==> src/rtl/execute_cycle.sv <==
// rtl/execute_cycle.sv - execute stage: forwarding, ALU, branch resolve, E->M register
// Optional iterative shift-add multiplier enabled by defining EXEC_MUL_EN.
module execute_cycle (
    input  logic        clk,
    input  logic        rst,
    input  logic        RegWriteE,
    input  logic        MemWriteE,
    input  logic        ResultSrcE,
    input  logic        BranchE,
    input  logic        ALUSrcE,
    input  logic [2:0]  ALUControlE,
    input  logic [15:0] RD1_E,
    input  logic [15:0] RD2_E,
    input  logic [15:0] Imm_Ext_E,
    input  logic [15:0] PCE,
    input  logic [15:0] PCPlus4E,
    input  logic [2:0]  RD_E,
    input  logic [1:0]  ForwardA_E,
    input  logic [1:0]  ForwardB_E,
    input  logic [15:0] ResultW,
    output logic        PCSrcE,
    output logic [15:0] PCTargetE,
    output logic        BusyE,
    output logic        RegWriteM,
    output logic        MemWriteM,
    output logic        ResultSrcM,
    output logic [2:0]  RD_M,
    output logic [15:0] PCPlus4M,
    output logic [15:0] WriteDataM,
    output logic [15:0] ALU_ResultM
);

    logic [15:0] w_src_a;
    logic [15:0] w_write_data;
    logic [15:0] w_src_b;
    logic [15:0] w_alu_result;
    logic [15:0] w_mul_result;
    logic        w_busy;

    always_comb begin
        case (ForwardA_E)
            2'b01:   w_src_a = ResultW;
            2'b10:   w_src_a = ALU_ResultM;
            default: w_src_a = RD1_E;
        endcase
        case (ForwardB_E)
            2'b01:   w_write_data = ResultW;
            2'b10:   w_write_data = ALU_ResultM;
            default: w_write_data = RD2_E;
        endcase
    end

    assign w_src_b = ALUSrcE ? Imm_Ext_E : w_write_data;

`ifdef EXEC_MUL_EN
    typedef enum logic [1:0] {S_IDLE, S_MUL, S_DONE} state_t;

    state_t      r_state;
    state_t      w_next_state;
    logic [3:0]  r_cnt;
    logic [15:0] r_mcand;
    logic [15:0] r_mplier;
    logic [15:0] r_prod;
    logic        w_mul_start;
    logic        w_fsm_busy;
    logic        w_mul_done;

    assign w_mul_start = (ALUControlE == 3'b111) && RegWriteE;

    always_ff @(posedge clk) begin
        if (rst) r_state <= S_IDLE;
        else     r_state <= w_next_state;
    end

    always_comb begin
        w_next_state = r_state;
        case (r_state)
            S_IDLE:  if (w_mul_start) w_next_state = S_MUL;
            S_MUL:   if (r_cnt == 4'd15) w_next_state = S_DONE;
            S_DONE:  w_next_state = S_IDLE;
            default: w_next_state = S_IDLE;
        endcase
    end

    always_comb begin
        w_fsm_busy = 1'b0;
        w_mul_done = 1'b0;
        case (r_state)
            S_IDLE:  w_fsm_busy = w_mul_start;
            S_MUL:   w_fsm_busy = 1'b1;
            S_DONE:  w_mul_done = 1'b1;
            default: w_fsm_busy = 1'b0;
        endcase
    end

    // Multiplicand shifts left, multiplier shifts right; one partial product per step.
    always_ff @(posedge clk) begin
        if (rst) begin
            r_cnt    <= '0;
            r_mcand  <= '0;
            r_mplier <= '0;
            r_prod   <= '0;
        end else if (r_state == S_IDLE) begin
            if (w_mul_start) begin
                r_cnt    <= '0;
                r_mcand  <= w_src_a;
                r_mplier <= w_src_b;
                r_prod   <= '0;
            end
        end else if (r_state == S_MUL) begin
            r_cnt    <= r_cnt + 4'd1;
            r_mcand  <= r_mcand << 1;
            r_mplier <= r_mplier >> 1;
            r_prod   <= r_prod + (r_mplier[0] ? r_mcand : 16'h0000);
        end
    end

    assign w_mul_result = w_mul_done ? r_prod : 16'h0000;
    assign w_busy       = w_fsm_busy && !rst;
`else
    assign w_mul_result = 16'h0000;
    assign w_busy       = 1'b0;
`endif

    always_comb begin
        w_alu_result = 16'h0000;
        case (ALUControlE)
            3'b000: w_alu_result = w_src_a + w_src_b;
            3'b001: w_alu_result = w_src_a - w_src_b;
            3'b010: w_alu_result = w_src_a & w_src_b;
            3'b011: w_alu_result = w_src_a | w_src_b;
            3'b100: w_alu_result = w_src_a ^ w_src_b;
            3'b101: w_alu_result = ($signed(w_src_a) < $signed(w_src_b)) ? 16'h0001 : 16'h0000;
            3'b110: w_alu_result = w_src_a << w_src_b[3:0];
            3'b111: w_alu_result = RegWriteE ? w_mul_result : 16'h0000;
            default: w_alu_result = 16'h0000;
        endcase
    end

    assign PCSrcE    = BranchE && (w_alu_result == 16'h0000);
    assign PCTargetE = PCE + Imm_Ext_E;
    assign BusyE     = w_busy;

    // While the multiplier holds the front end, memory stage sees bubbles.
    always_ff @(posedge clk) begin
        if (rst || w_busy) begin
            RegWriteM   <= 1'b0;
            MemWriteM   <= 1'b0;
            ResultSrcM  <= 1'b0;
            RD_M        <= '0;
            PCPlus4M    <= '0;
            WriteDataM  <= '0;
            ALU_ResultM <= '0;
        end else begin
            RegWriteM   <= RegWriteE;
            MemWriteM   <= MemWriteE;
            ResultSrcM  <= ResultSrcE;
            RD_M        <= RD_E;
            PCPlus4M    <= PCPlus4E;
            WriteDataM  <= w_write_data;
            ALU_ResultM <= w_alu_result;
        end
    end

endmodule

==> config.mk <==
export PLATFORM = sky130hd
export DESIGN_NAME = execute_cycle
export DESIGN_NICKNAME = d
export VERILOG_FILES = /design/src/rtl/execute_cycle.sv
export SDC_FILE = /design/constraint.sdc
export NUM_CORES = 1
export LEC_CHECK = 0
export CORE_MARGIN = 2
export CORE_UTILIZATION = 31
export CTS_BUF_LIST = sky130_fd_sc_hd__clkbuf_8
export CTS_CLUSTER_DIAMETER = 60
export DETAILED_ROUTE_END_ITERATION = 7
export GPL_ROUTABILITY_DRIVEN = 0
export GPL_TIMING_DRIVEN = 0
export MAX_ROUTING_LAYER = met4
export SYNTH_ARGS = -nofsm -noshare
export SYNTH_HDL_FRONTEND = slang
export SYNTH_SLANG_ARGS = --single-unit
==> constraint.sdc <==
create_clock -name clk -period 5.45 [get_ports clk]
set_input_delay 0.545 -clock clk [delete_from_list [all_inputs] [get_ports clk]]
set_output_delay 0.545 -clock clk [all_outputs]
set_load 0.01 [all_outputs]
# Yosys cells after proc, flatten, opt, wreduce, memory -nomap -nowiden
# Index checks and enable logic that the tools add are counted.
word_totals:
  inputBits: 113
  output_inout_bits: 72
  ff_bits: 54
  word_cells: 34
classes:
  addsub: 3
  magnitude_cmp: 1
  n_eq_ne: 11
  reduce_logical: 3
  n_mux: 5
  bitwise_logic: 3
  shift: 1
op_table:
  columns: ["operator", "count"]
  rows:
  - ["$pmux 16 s8", 1]
  - ["$pmux 16 s2", 2]
  - ["$add 16x16->16", 2]
  - ["$and 16x16->16", 1]
  - ["$logic_not 16->1", 1]
  - ["$lt 16x16->1", 1]
  - ["$mux 16", 1]
  - ["$or 16x16->16", 1]
  - ["$shl 16x4->16", 1]
  - ["$sub 16x16->16", 1]
  - ["$xor 16x16->16", 1]
  - ["$eq 3x3->1 const B", 4]
  - ["$eq 3x2->1 const B", 2]
  - ["$eq 2x1->1 const B", 2]
  - ["$eq 2x2->1 const B", 2]
  - ["$eq 3x1->1 const B", 1]
  - ["$logic_not 3->1", 1]
  - ["$logic_and 1x1->1", 1]
  - ["$mux 1", 1]

# Longest topological paths before layout
# Gate-level depths: netlist of the first run.
depth:
  depth_word: 8
  ltp_mapped: 21
  depth_no_buf: 18

# Least setup slack after synthesis of the first run
# Ideal clock, no wire load.
synth_timing:
  path_kind: "input-to-output"
  start: "input ForwardB_E[0]"
  end: "output PCSrcE"
  arrival_time_ns: 4.433
  path_slack_ns: 0.472
  stages: 18
  required_ns: 4.905
  n_path_buf: 3
  path_cell_list: "inv_1 ha_1 buf_4 nor3b_1 a221o_1 buf_2 buf_2 ha_1 nor2b_1 o31ai_1 a31oi_1 a221oi_1 xnor2_1 o22ai_1 nor3_2 nand4_1 or4_1 nor4_2"
synth_via:
  elab_chain_cells: 8
synth_lines:
  columns: ["element", "line", "rtl"]
  rows:
  - ["from (decl)", "19", "input logic [1:0] ForwardB_E,"]
  - ["$eq 2x2->1 / $eq 2x1->1 (equally long branches)", "46", "case (ForwardB_E)"]
  - ["$pmux 16 s2 (*)", "46", null]
  - ["$mux 16 (*)", "53", "assign w_src_b = ALUSrcE ? Imm_Ext_E : w_write_data;"]
  - ["$lt 16x16->1", "133", "3'b101: w_alu_result = ($signed(w_src_a) < $signed(w_src_b)) ? 16'h0001 : 16'h0000;"]
  - ["$mux 1", "133", null]
  - ["$pmux 16 s8 (*)", "127", "case (ALUControlE)"]
  - ["$logic_not 16->1 (*)", "140", "assign PCSrcE = BranchE && (w_alu_result == 16'h0000);"]
  - ["$logic_and 1x1->1 (*)", "140", null]
  - ["to (decl)", "21", "output logic PCSrcE,"]
# Every way passes the cells marked *; elsewhere a longest branch is shown, timed or not.

# Worst setup path in the final report of the first run
# Ends and elaborated chain as after synthesis.

==> run summary, run 1 <==
HPWL after detailed placement = 20,100 um
M1 WL = 10,400 um
Rel. slew slack = 0.290
Worst Setup End Kind = primary output
Asr flop ratio synth = 0
Seq/Total Area, Yosys = 0.181
Commonest non-fill, non-tap cells in the layout = clkdlybuf4s50_1 (175), nor2_1 (81), nand2_1 (65)
Worst-margin pin slew = 1.06 ns
DRT antenna net count = 0
Nets = 1,216
Post-Route WL = 25,100 um
Initial antenna violation count = 0
Commonest non-fill, non-tap cell in the layout = clkdlybuf4s50_1
H-tree depth = 2
Fin. max-slew vios = 0
#FFs+latches synth = 54
First-pass detailed-route iteration total = 5
Crit share post-route = 0.983
Site row count = 50
Met2 WL = 11,800 um
Yosys warning count = 0
Worst Skew = 0.0120 ns
Vias per inst = 5.39
Final setup viols = 0
Top FF cell, synth = dfxtp_1
Num CTS Buffers = 5
Die X-Extent = 143 um
Cell Count, Final, Fillers Out = 1,293
Fin crit period = 5.36 ns
# IOs = 185
Post-synth net total = 995
CP arrival = 4.81 ns
ANT cells = 0
Largest net degree at the start of global routing = 20
Type of the worst min-delay path = input pin to flip-flop
Max-cap violations = 0
WL/cell = 19.4 um
GRT overflow = 0
Multi-input logic area = 4780 um2
Die ar. = 20,400 um2
Met3 wire length = 2170 um
Vias post-DR = 6,967
GRT Util Overall = 0.237
Area delta synth->final = 49.7%
Synth cell types = 81
Port buffer count = 181
Root buffer cell = clkbuf_8
Top layer in use = met4
CTS tree = built
Starting density of the core = 0.318
Fillcell total = 1,904
First-pass GRT wire length = 36,500 um
Clock buffer depth = 2
Leakage = 3.67 nW
VDD IR max = 0.110 mV
Clock slew at reported path FFs = 0.11 ns
Max frequency = 187 MHz
CP max FO = 11
Number of global-route vias before repair = 6,675
Die Span Y = 143 um
Final hold vios = 0
Residual DRC = 0
Clock sink count = 54
Hold Buf Count CTS = 0
Post-Syn Area = 5990 um2
Clock latency on the worst-skew pair = 0.33 ns
Number of synthesized flops with an enable pin = 0
Share of post-route cells with drive strength above 1 = 0.162
Crit path launch type = input pin
Mean post-synth cell area = 7.38 um2
Worst EP required = 4.91 ns
Reg area = 1080 um2
1st-iter DRT viols = 586
PwrDens = 216 nW/um2
Core area = 18,800 um2
Critical path class = input pin to primary output
Syn Inst Count = 811
Hold slack = 0.582 ns
Inst Count DP = 1,252
Outcome = finished, final reports clean
[final timing paths]
kind / startpoint / end / slack, ns / depth (start not counted)
max: ForwardB_E[0] / PCSrcE / 0.09 / 20
min: rst / PCPlus4M[1] / 0.58 / 2
max reg2reg: ALU_ResultM[1] / ALU_ResultM[0] / 1.57 / 17
min reg2reg: ALU_ResultM[2] / WriteDataM[2] / 0.69 / 2
[layout make-up]
| type | instances | share of cell area |
|---|---|---|
| multi-input cells | 646 | 0.533 |
| repair buffers | 220 | 0.235 |
| flip-flops and latches | 54 | 0.121 |
| plain buffers | 42 | 0.0364 |
| well taps | 260 | 0.0363 |
| inverters | 63 | 0.0271 |
| clock buffers | 5 | 0.00767 |
| clock inverters | 3 | 0.00321 |
[metrics by stage]
step	cell area (um2)	util	setup WS [ns]	setup TNS, ns	total power, mW
after floorplan	5990	-	0.472	0	1.09
after global placement	8130	0.431	-1.56	-1.97	1.48
after detailed placement	8130	0.431	-1.55	-1.93	1.48
after CTS	8720	0.463	0.0170	0	1.86
after global routing	8970	0.476	-0.0311	-0.0311	2.04
final	8970	0.476	0.0920	0	1.93
[routing by layer]
metal	GRT usage	up-vias
met5	-	-
met4	0.0792	0
met3	0.0369	48
met2	0.399	327
met1	0.290	3248
li1	-	3344
[synthesized netlist by cell type (all sizes together), types with 5 or more instances]
cell type / n / area share
nor2: 83 / 0.052
o21ai: 81 / 0.068
ha: 68 / 0.14
nand2: 68 / 0.043
inv: 61 / 0.039
dfxtp: 54 / 0.18
a21oi: 46 / 0.038
nor2b: 38 / 0.040
buf: 26 / 0.027
clkbuf: 22 / 0.014
mux2i: 21 / 0.035
a221o: 17 / 0.028
a22oi: 17 / 0.022
nand3: 17 / 0.014
nor3: 17 / 0.016
xnor2: 13 / 0.019
o21a: 12 / 0.015
a211oi: 11 / 0.014
o22ai: 10 / 0.011
a21o: 9 / 0.011
a31oi: 9 / 0.0094
o211ai: 8 / 0.011
xor2: 8 / 0.012
and3: 6 / 0.0063
o31ai: 6 / 0.0075
a221oi: 5 / 0.0084
[report_power, final]
| group | switching, mW | internal [mW] |
|---|---|---|
| clock | 0.153 | 0.0965 |
| sequential | 0.0231 | 0.430 |
| combinational | 0.648 | 0.583 |
| total | 0.823 | 1.11 |
[sequential cells by signal, indices dropped and copies added (netlist names)]
name	flops
ALU_ResultM	16
MemWriteM	1
PCPlus4M	16
RD_M	3
RegWriteM	1
ResultSrcM	1
WriteDataM	16
[critical path, stage by stage]
cell,delay (ns)
dlygate4sd2_1,0.23
inv_2,0.05
ha_4,0.30
buf_6,0.13
nor2b_1,0.23
o31a_1,0.24
buf_6,0.18
ha_1,0.24
buf_4,0.17
nor3b_2,0.28
nor3_2,0.09
o211ai_1,0.20
a31oi_1,0.16
o211a_1,0.23
a221o_1,0.29
a21oi_2,0.15
nand4_1,0.11
or4_4,0.56
nor4_4,0.22
buf_2,0.18
[kinds of logic (layout without fill, tap and decap cells)]
kind of cell	Yosys count	in the layout	synth area share
AO/OA/AOI/OAI	274	274	0.310
AND/OR/NAND/NOR	253	253	0.200
buffers and inverters	111	333	0.0809
adder cells (fa/ha/maj)	72	72	0.154
flip-flops	54	54	0.181
multiplexers	25	25	0.0426
XOR/XNOR	21	21	0.0307
other	1	1	0.000626
[timing repair]
| action | 4_1_cts | 5_1_grt |
|---|---|---|
| cloned | 1 | 0 |
| hold endpoints to repair | 0 | 0 |
| pin swaps | 32 | 28 |
| setup buffers | 27 | 11 |
| setup endpoints to repair | 1 | 1 |
| resized for setup | 99 | 49 |
Note: power is estimated with default switching activity, not from simulation.
==> inputs of run 2 (changes only) <==
--- a/config.mk
+++ b/config.mk
@@ -13,6 +13,7 @@
 export GPL_ROUTABILITY_DRIVEN = 0
 export GPL_TIMING_DRIVEN = 0
 export MAX_ROUTING_LAYER = met4
+export SLEW_MARGIN = 20
 export SYNTH_ARGS = -nofsm -noshare
 export SYNTH_HDL_FRONTEND = slang
 export SYNTH_SLANG_ARGS = --single-unit
==> run 2 against run 1 <==
Sequential power is essentially flat. Largest power group unchanged. Total power grew 2.1%. Register-to-register slack better by 0.09 ns. Core utilization increased by 0.73 points. Cell area grew 1.5%. Flip-flop and latch count did not move. Routed wire length is 1.8% higher. Setup slack lost 0.049 ns. Hold slack improved by 0.00060 ns. Cell count increased by 0.15%. Clock-buffer cell count unchanged. Critical endpoint unchanged. Combinational power up 3%.
==> run summary, run 2 (synthesis gave the netlist of run 1 again) <==
Fin. max-slew vios = 0 (unchanged)
Commonest non-fill, non-tap cell in the layout = clkdlybuf4s50_1
WL/cell = 19.7 um (+1.6%)
Commonest non-fill, non-tap cells in the layout = clkdlybuf4s50_1 (175), nor2_1 (82), nand2_1 (65)
Area delta synth->final = 52.0%
Outcome = finished, final reports clean
Root buffer cell = clkbuf_8
Largest net degree at the start of global routing = 20 (unchanged)
# IOs = 185 (unchanged)
Residual DRC = 0 (unchanged)
Vias per inst = 5.53 (+2.5%)
Cell Count, Final, Fillers Out = 1,295 (+0.15%)
Fin crit period = 5.41 ns (+0.0492 ns)
Number of global-route vias before repair = 6,638 (-0.55%)
Core area = 18,800 um2 (unchanged)
VDD IR max = 0.120 mV (+9.3%)
CTS tree = built
GRT overflow = 0 (unchanged)
Core Util, Final = 0.484 (+0.00731)
First-pass GRT wire length = 37,000 um (+1.5%)
Port buffer count = 181 (unchanged)
Initial antenna violation count = 0 (unchanged)
Leakage = 3.70 nW (+0.77%)
Rel. slew slack = 0.284 (-0.00547)
GRT Util Overall = 0.240 (+0.00228)
Clock latency on the worst-skew pair = 0.33 ns (about the same)
Worst EP required = 4.91 ns (about the same)
Worst-margin pin slew = 1.07 ns (+0.00815 ns)
Die ar. = 20,400 um2 (unchanged)
Share of post-route cells with drive strength above 1 = 0.172 (+0.0103)
HPWL after detailed placement = 20,100 um (+0.13%)
Final setup viols = 0 (unchanged)
ANT cells = 0 (unchanged)
Setup TNS = 0 ns (unchanged)
First-pass detailed-route iteration total = 8 (+3)
Critical path class = input pin to primary output
Max frequency = 185 MHz (-0.91%)
Vias post-DR = 7,155 (+2.7%)
Crit share post-route = 0.992 (+0.00903)
Type of the worst min-delay path = input pin to flip-flop
Worst Skew = 0.0112 ns (-0.000722 ns)
Max-cap violations = 0 (unchanged)
Clock buffer depth = 2 (unchanged)
Die Span Y = 143 um (unchanged)
Worst Setup End Kind = primary output
Post-Route WL = 25,500 um (+1.8%)
Starting density of the core = 0.318 (unchanged)
Inst Count DP = 1,252 (unchanged)
PwrDens = 217 nW/um2 (+0.52%)
Clock sink count = 54 (unchanged)
1st-iter DRT viols = 641 (+9.4%)
Largest regs = ALU_ResultM x16, PCPlus4M x16, WriteDataM x16
Crit path launch type = input pin
Site row count = 50 (unchanged)
Clock slew at reported path FFs = 0.11 ns (about the same)
Nets = 1,218 (+0.16%)
DRT antenna net count = 0 (unchanged)
Hold Buf Count CTS = 0 (unchanged)
Num CTS Buffers = 5 (unchanged)
H-tree depth = 2 (unchanged)
Final hold vios = 0 (unchanged)
Die X-Extent = 143 um (unchanged)
CP max FO = 9 (-2)
CP arrival = 4.86 ns (+0.05 ns)
-- run 2: cell types whose count changed in the layout (fill, tap and decap cells not counted), moves of 2 or more --
| cell | change |
|---|---|
| buf_6 | +3 |
| ha_1 | -3 |
| nor2b_1 | -3 |
| nor2b_2 | +3 |
| a221oi_2 | -2 |
| a221oi_4 | +2 |
| ha_4 | +2 |
| nor3b_2 | -2 |
-- run 2: stage by stage --
step / total power, mW / setup WS [ns] / hold WS, ns / area [um2]
after CTS: 1.85 / 0.0194 / 0.596 / 8690
after global placement: 1.48 / -1.56 / 0.684 / 8130
after global routing: 2.08 / -0.0280 / 0.592 / 9100
final: 1.97 / 0.0428 / 0.583 / 9100
after floorplan: 1.09 / 0.472 / 0.623 / 5990
after detailed placement: 1.49 / -1.55 / 0.677 / 8130
-- run 2: power breakdown --
group	internal, mW	total [mW]	switching (mW)
registers	0.430	0.454	0.0235
clock network	0.0966	0.250	0.154
logic	0.600	1.27	0.669
-- run 2: routing by layer --
| metal | up-vias | part of all wire | track usage |
|---|---|---|---|
| li1 | 3358 | - | - |
| met1 | 3362 | 0.42 | 0.301 |
| met2 | 380 | 0.47 | 0.409 |
| met3 | 55 | 0.088 | 0.0278 |
| met4 | 0 | 0.023 | 0.0620 |
| met5 | - | 0 | - |
-- run 2: final timing paths --
kind / startpoint / endpoint / slack (ns) / depth (start not counted)
worst min register to register: ALU_ResultM[2] / WriteDataM[2] / 0.71 / 2
worst max register to register: ALU_ResultM[1] / ALU_ResultM[0] / 1.66 / 16
worst max-delay path: ForwardB_E[0] / PCSrcE / 0.04 / 20
worst min-delay path: rst / PCPlus4M[1] / 0.58 / 2
-- run 2: area by class of cell --
type / count / area [um2]
Clock buffer: 5 / 68.8
Tap cell: 260 / 325
Inverter: 63 / 243
Buffer: 41 / 340
Sequential cell: 54 / 1080
Fill cell: 1908 / 9730
Clock inverter: 3 / 28.8
Timing Repair Buffer: 223 / 2120
Multi-Input combinational cell: 646 / 4890
-- run 2: critical path, stage by stage --
cell	delay, ns
dlygate4sd2_1	0.26
inv_2	0.07
ha_4	0.21
buf_2	0.16
nor2b_2	0.18
o31a_1	0.32
buf_6	0.15
ha_1	0.30
buf_6	0.15
nor3b_4	0.26
nor3_4	0.09
o211ai_1	0.23
a31oi_2	0.15
o211a_1	0.22
a221o_1	0.29
a21oi_2	0.15
nand4_1	0.11
or4_4	0.59
nor4_4	0.23
buf_2	0.18
-- run 2: what timing repair did --
item	CTS	global route
gates resized for setup	100	70
cloned	1	0
setup buffers	22	19
pin swaps	34	31
setup endpoints to repair	1	1
==> inputs of run 3 (changes only) <==
--- a/config.mk
+++ b/config.mk
@@ -13,6 +13,7 @@
 export GPL_ROUTABILITY_DRIVEN = 0
 export GPL_TIMING_DRIVEN = 0
 export MAX_ROUTING_LAYER = met4
+export PLACE_DENSITY_LB_ADDON = 0.12
 export SLEW_MARGIN = 20
 export SYNTH_ARGS = -nofsm -noshare
 export SYNTH_HDL_FRONTEND = slang
==> run 3 against run 2 <==
Global-route usage increased by 0.47 points. Combinational power about the same. Setup slack improved by 0.094 ns. Non-clock buffer count increased by 2. First-iteration DRC count decreased by 15%. Flip-flop and latch count unchanged. Critical path type unchanged. Clock skew increased by 0.0013 ns. Die area unchanged.
==> run summary, run 3 (synthesis gave the netlist of run 1 again) <==
Cells along the critical path = clkdlybuf4s15_1 > inv_1 > ha_4 > buf_8 > clkbuf_8 > a221o_1 > o21ai_2 > o21ai_2 > buf_4 > ha_4 > a21o_1 > a2111oi_4 > nor3b_4 > nor3_1 > xnor2_1 > o22ai_2 > nor3_2 > nand4_1 > or4_4 > nor4_2 > buf_2
GRT overflow = 0 (unchanged)
Max-cap violations = 0 (unchanged)
Final setup viols = 0 (unchanged)
Fin crit period = 5.31 ns (-0.0940 ns)
Clock slew at reported path FFs = 0.11 ns (about the same)
Vias post-DR = 6,957 (-2.8%)
Num CTS Buffers = 5 (unchanged)
PwrDens = 216 nW/um2 (-0.16%)
Die ar. = 20,400 um2 (unchanged)
Residual DRC = 0 (unchanged)
CP max FO = 10 (+1)
Inst Count DP = 1,252 (unchanged)
Core Util, Final = 0.479 (-0.00412)
Clock buffer depth = 2 (unchanged)
Port buffer count = 181 (unchanged)
Worst EP required = 4.91 ns (about the same)
Area delta synth->final = 50.8%
Hold Buf Count CTS = 0 (unchanged)
Critical Path Start = ForwardB_E[0]
Max stage delay on crit path = 0.57 ns (-0.02 ns)
1st-iter DRT viols = 543 (-15%)
Largest net degree at the start of global routing = 18 (-10%)
Outcome = finished, final reports clean
First-pass GRT wire length = 37,500 um (+1.2%)
CP max stage cell = or4_4
WL/cell = 19.7 um (-0.19%)
Worst Setup End Kind = primary output
HPWL after detailed placement = 20,700 um (+2.9%)
Worst-margin pin slew = 1.07 ns (+0.00185 ns)
Crit share post-route = 0.975 (-0.0172)
First-pass detailed-route iteration total = 6 (-2)
Worst Skew = 0.0125 ns (+0.00126 ns)
Crit path buffers/inverters = 6 (unchanged)
Share of post-route cells with drive strength above 1 = 0.171 (-0.00130)
Commonest non-fill, non-tap cell in the layout = clkdlybuf4s50_1
Rel. slew slack = 0.283 (-0.00125)
Type of the worst min-delay path = input pin to flip-flop
DRT antenna net count = 0 (unchanged)
Max frequency = 188 MHz (+1.8%)
Starting density of the core = 0.318 (unchanged)
GRT Util Overall = 0.244 (+0.00474)
Largest delay share family, worst path = simple AND/OR/NAND/NOR gates
R2r setup slk = 1.64 ns (-0.02 ns)
Die X-Extent = 143 um (unchanged)
CTS tree = built
# IOs = 185 (unchanged)
Largest regs = ALU_ResultM x16, PCPlus4M x16, WriteDataM x16
VDD IR max = 0.0820 mV (-32%)
Number of global-route vias before repair = 6,388 (-3.8%)
CP arrival = 4.77 ns (-0.09 ns)
Origin of the critical flop-to-flop path = ALU_ResultM[1]
Critical path class = input pin to primary output
Critical path endpoint = PCSrcE
Cell Count, Final, Fillers Out = 1,297 (+0.15%)
Die Span Y = 143 um (unchanged)
Clock latency on the worst-skew pair = 0.33 ns (about the same)
Fin. max-slew vios = 0 (unchanged)
Initial antenna violation count = 0 (unchanged)
Root buffer cell = clkbuf_8
Nets = 1,220 (+0.16%)
Commonest non-fill, non-tap cells in the layout = clkdlybuf4s50_1 (175), nor2_1 (81), nand2_1 (65)
Core area = 18,800 um2 (unchanged)
Crit path depth = 21 (+5.0%)
Crit path launch type = input pin
Post-Route WL = 25,500 um (about the same)
Leakage = 3.70 nW (about the same)
Site row count = 50 (unchanged)
Terminus of the critical flop-to-flop path = ALU_ResultM[11]
H-tree depth = 2 (unchanged)
R2r worst-path depth = 20 (+4)
ANT cells = 0 (unchanged)
Clock sink count = 54 (unchanged)
Final hold vios = 0 (unchanged)
Vias per inst = 5.36 (-2.9%)
run 3: layout make-up:
cell class                      count  area, um2
Clock inverter                      2       17.5
Fill cell                        1917       9800
Tap cell                          260        325
Multi-Input combinational cell    646       4850
Timing Repair Buffer              224       2130
Buffer                             42        302
Clock buffer                        6       82.6
Sequential cell                    54       1080
Inverter                           63        239
run 3: metal layers:
| metal | track usage | vias to the layer above | wire length, um |
|---|---|---|---|
| li1 | - | 3354 | - |
| met1 | 0.319 | 3269 | 11200 |
| met4 | 0.0589 | 0 | 396 |
| met5 | - | - | 0 |
| met3 | 0.0305 | 31 | 1960 |
| met2 | 0.402 | 303 | 12000 |
run 3: timing repair:
action,4_1_cts,5_1_grt
gates resized for setup,90,60
pin swaps,21,41
setup endpoints to repair,1,1
buffers inserted,24,19
run 3: worst min path at each step:
stage	from	to	slack (ns)	cells past startpoint
after global placement	ALU_ResultM[3]	WriteDataM[3]	0.68	2
after CTS	rst	PCPlus4M[3]	0.58	2
after floorplan	ALU_ResultM[2]	WriteDataM[2]	0.62	2
after detailed placement	ALU_ResultM[3]	WriteDataM[3]	0.68	2
after global routing	rst	PCPlus4M[3]	0.61	2
final	rst	PCPlus4M[3]	0.58	2
run 3: metrics by stage:
stage	total power, mW	worst slack, ns	cell area, um2	hold slack [ns]	setup TNS (ns)
global placement	1.49	-1.75	8130	0.679	-2.25
global route	2.07	-0.0257	9030	0.610	-0.0257
floorplan	1.09	0.472	5990	0.623	0
CTS	1.85	0.00137	8670	0.579	0
detailed placement	1.49	-1.71	8130	0.678	-2.18
finish	1.95	0.137	9030	0.580	0
run 3: power breakdown:
part | total, mW | switching (mW) | internal (mW)
Clock | 0.249 | 0.144 | 0.105
Sequential | 0.452 | 0.0221 | 0.430
Combinational | 1.25 | 0.659 | 0.593
Total | 1.95 | 0.825 | 1.13
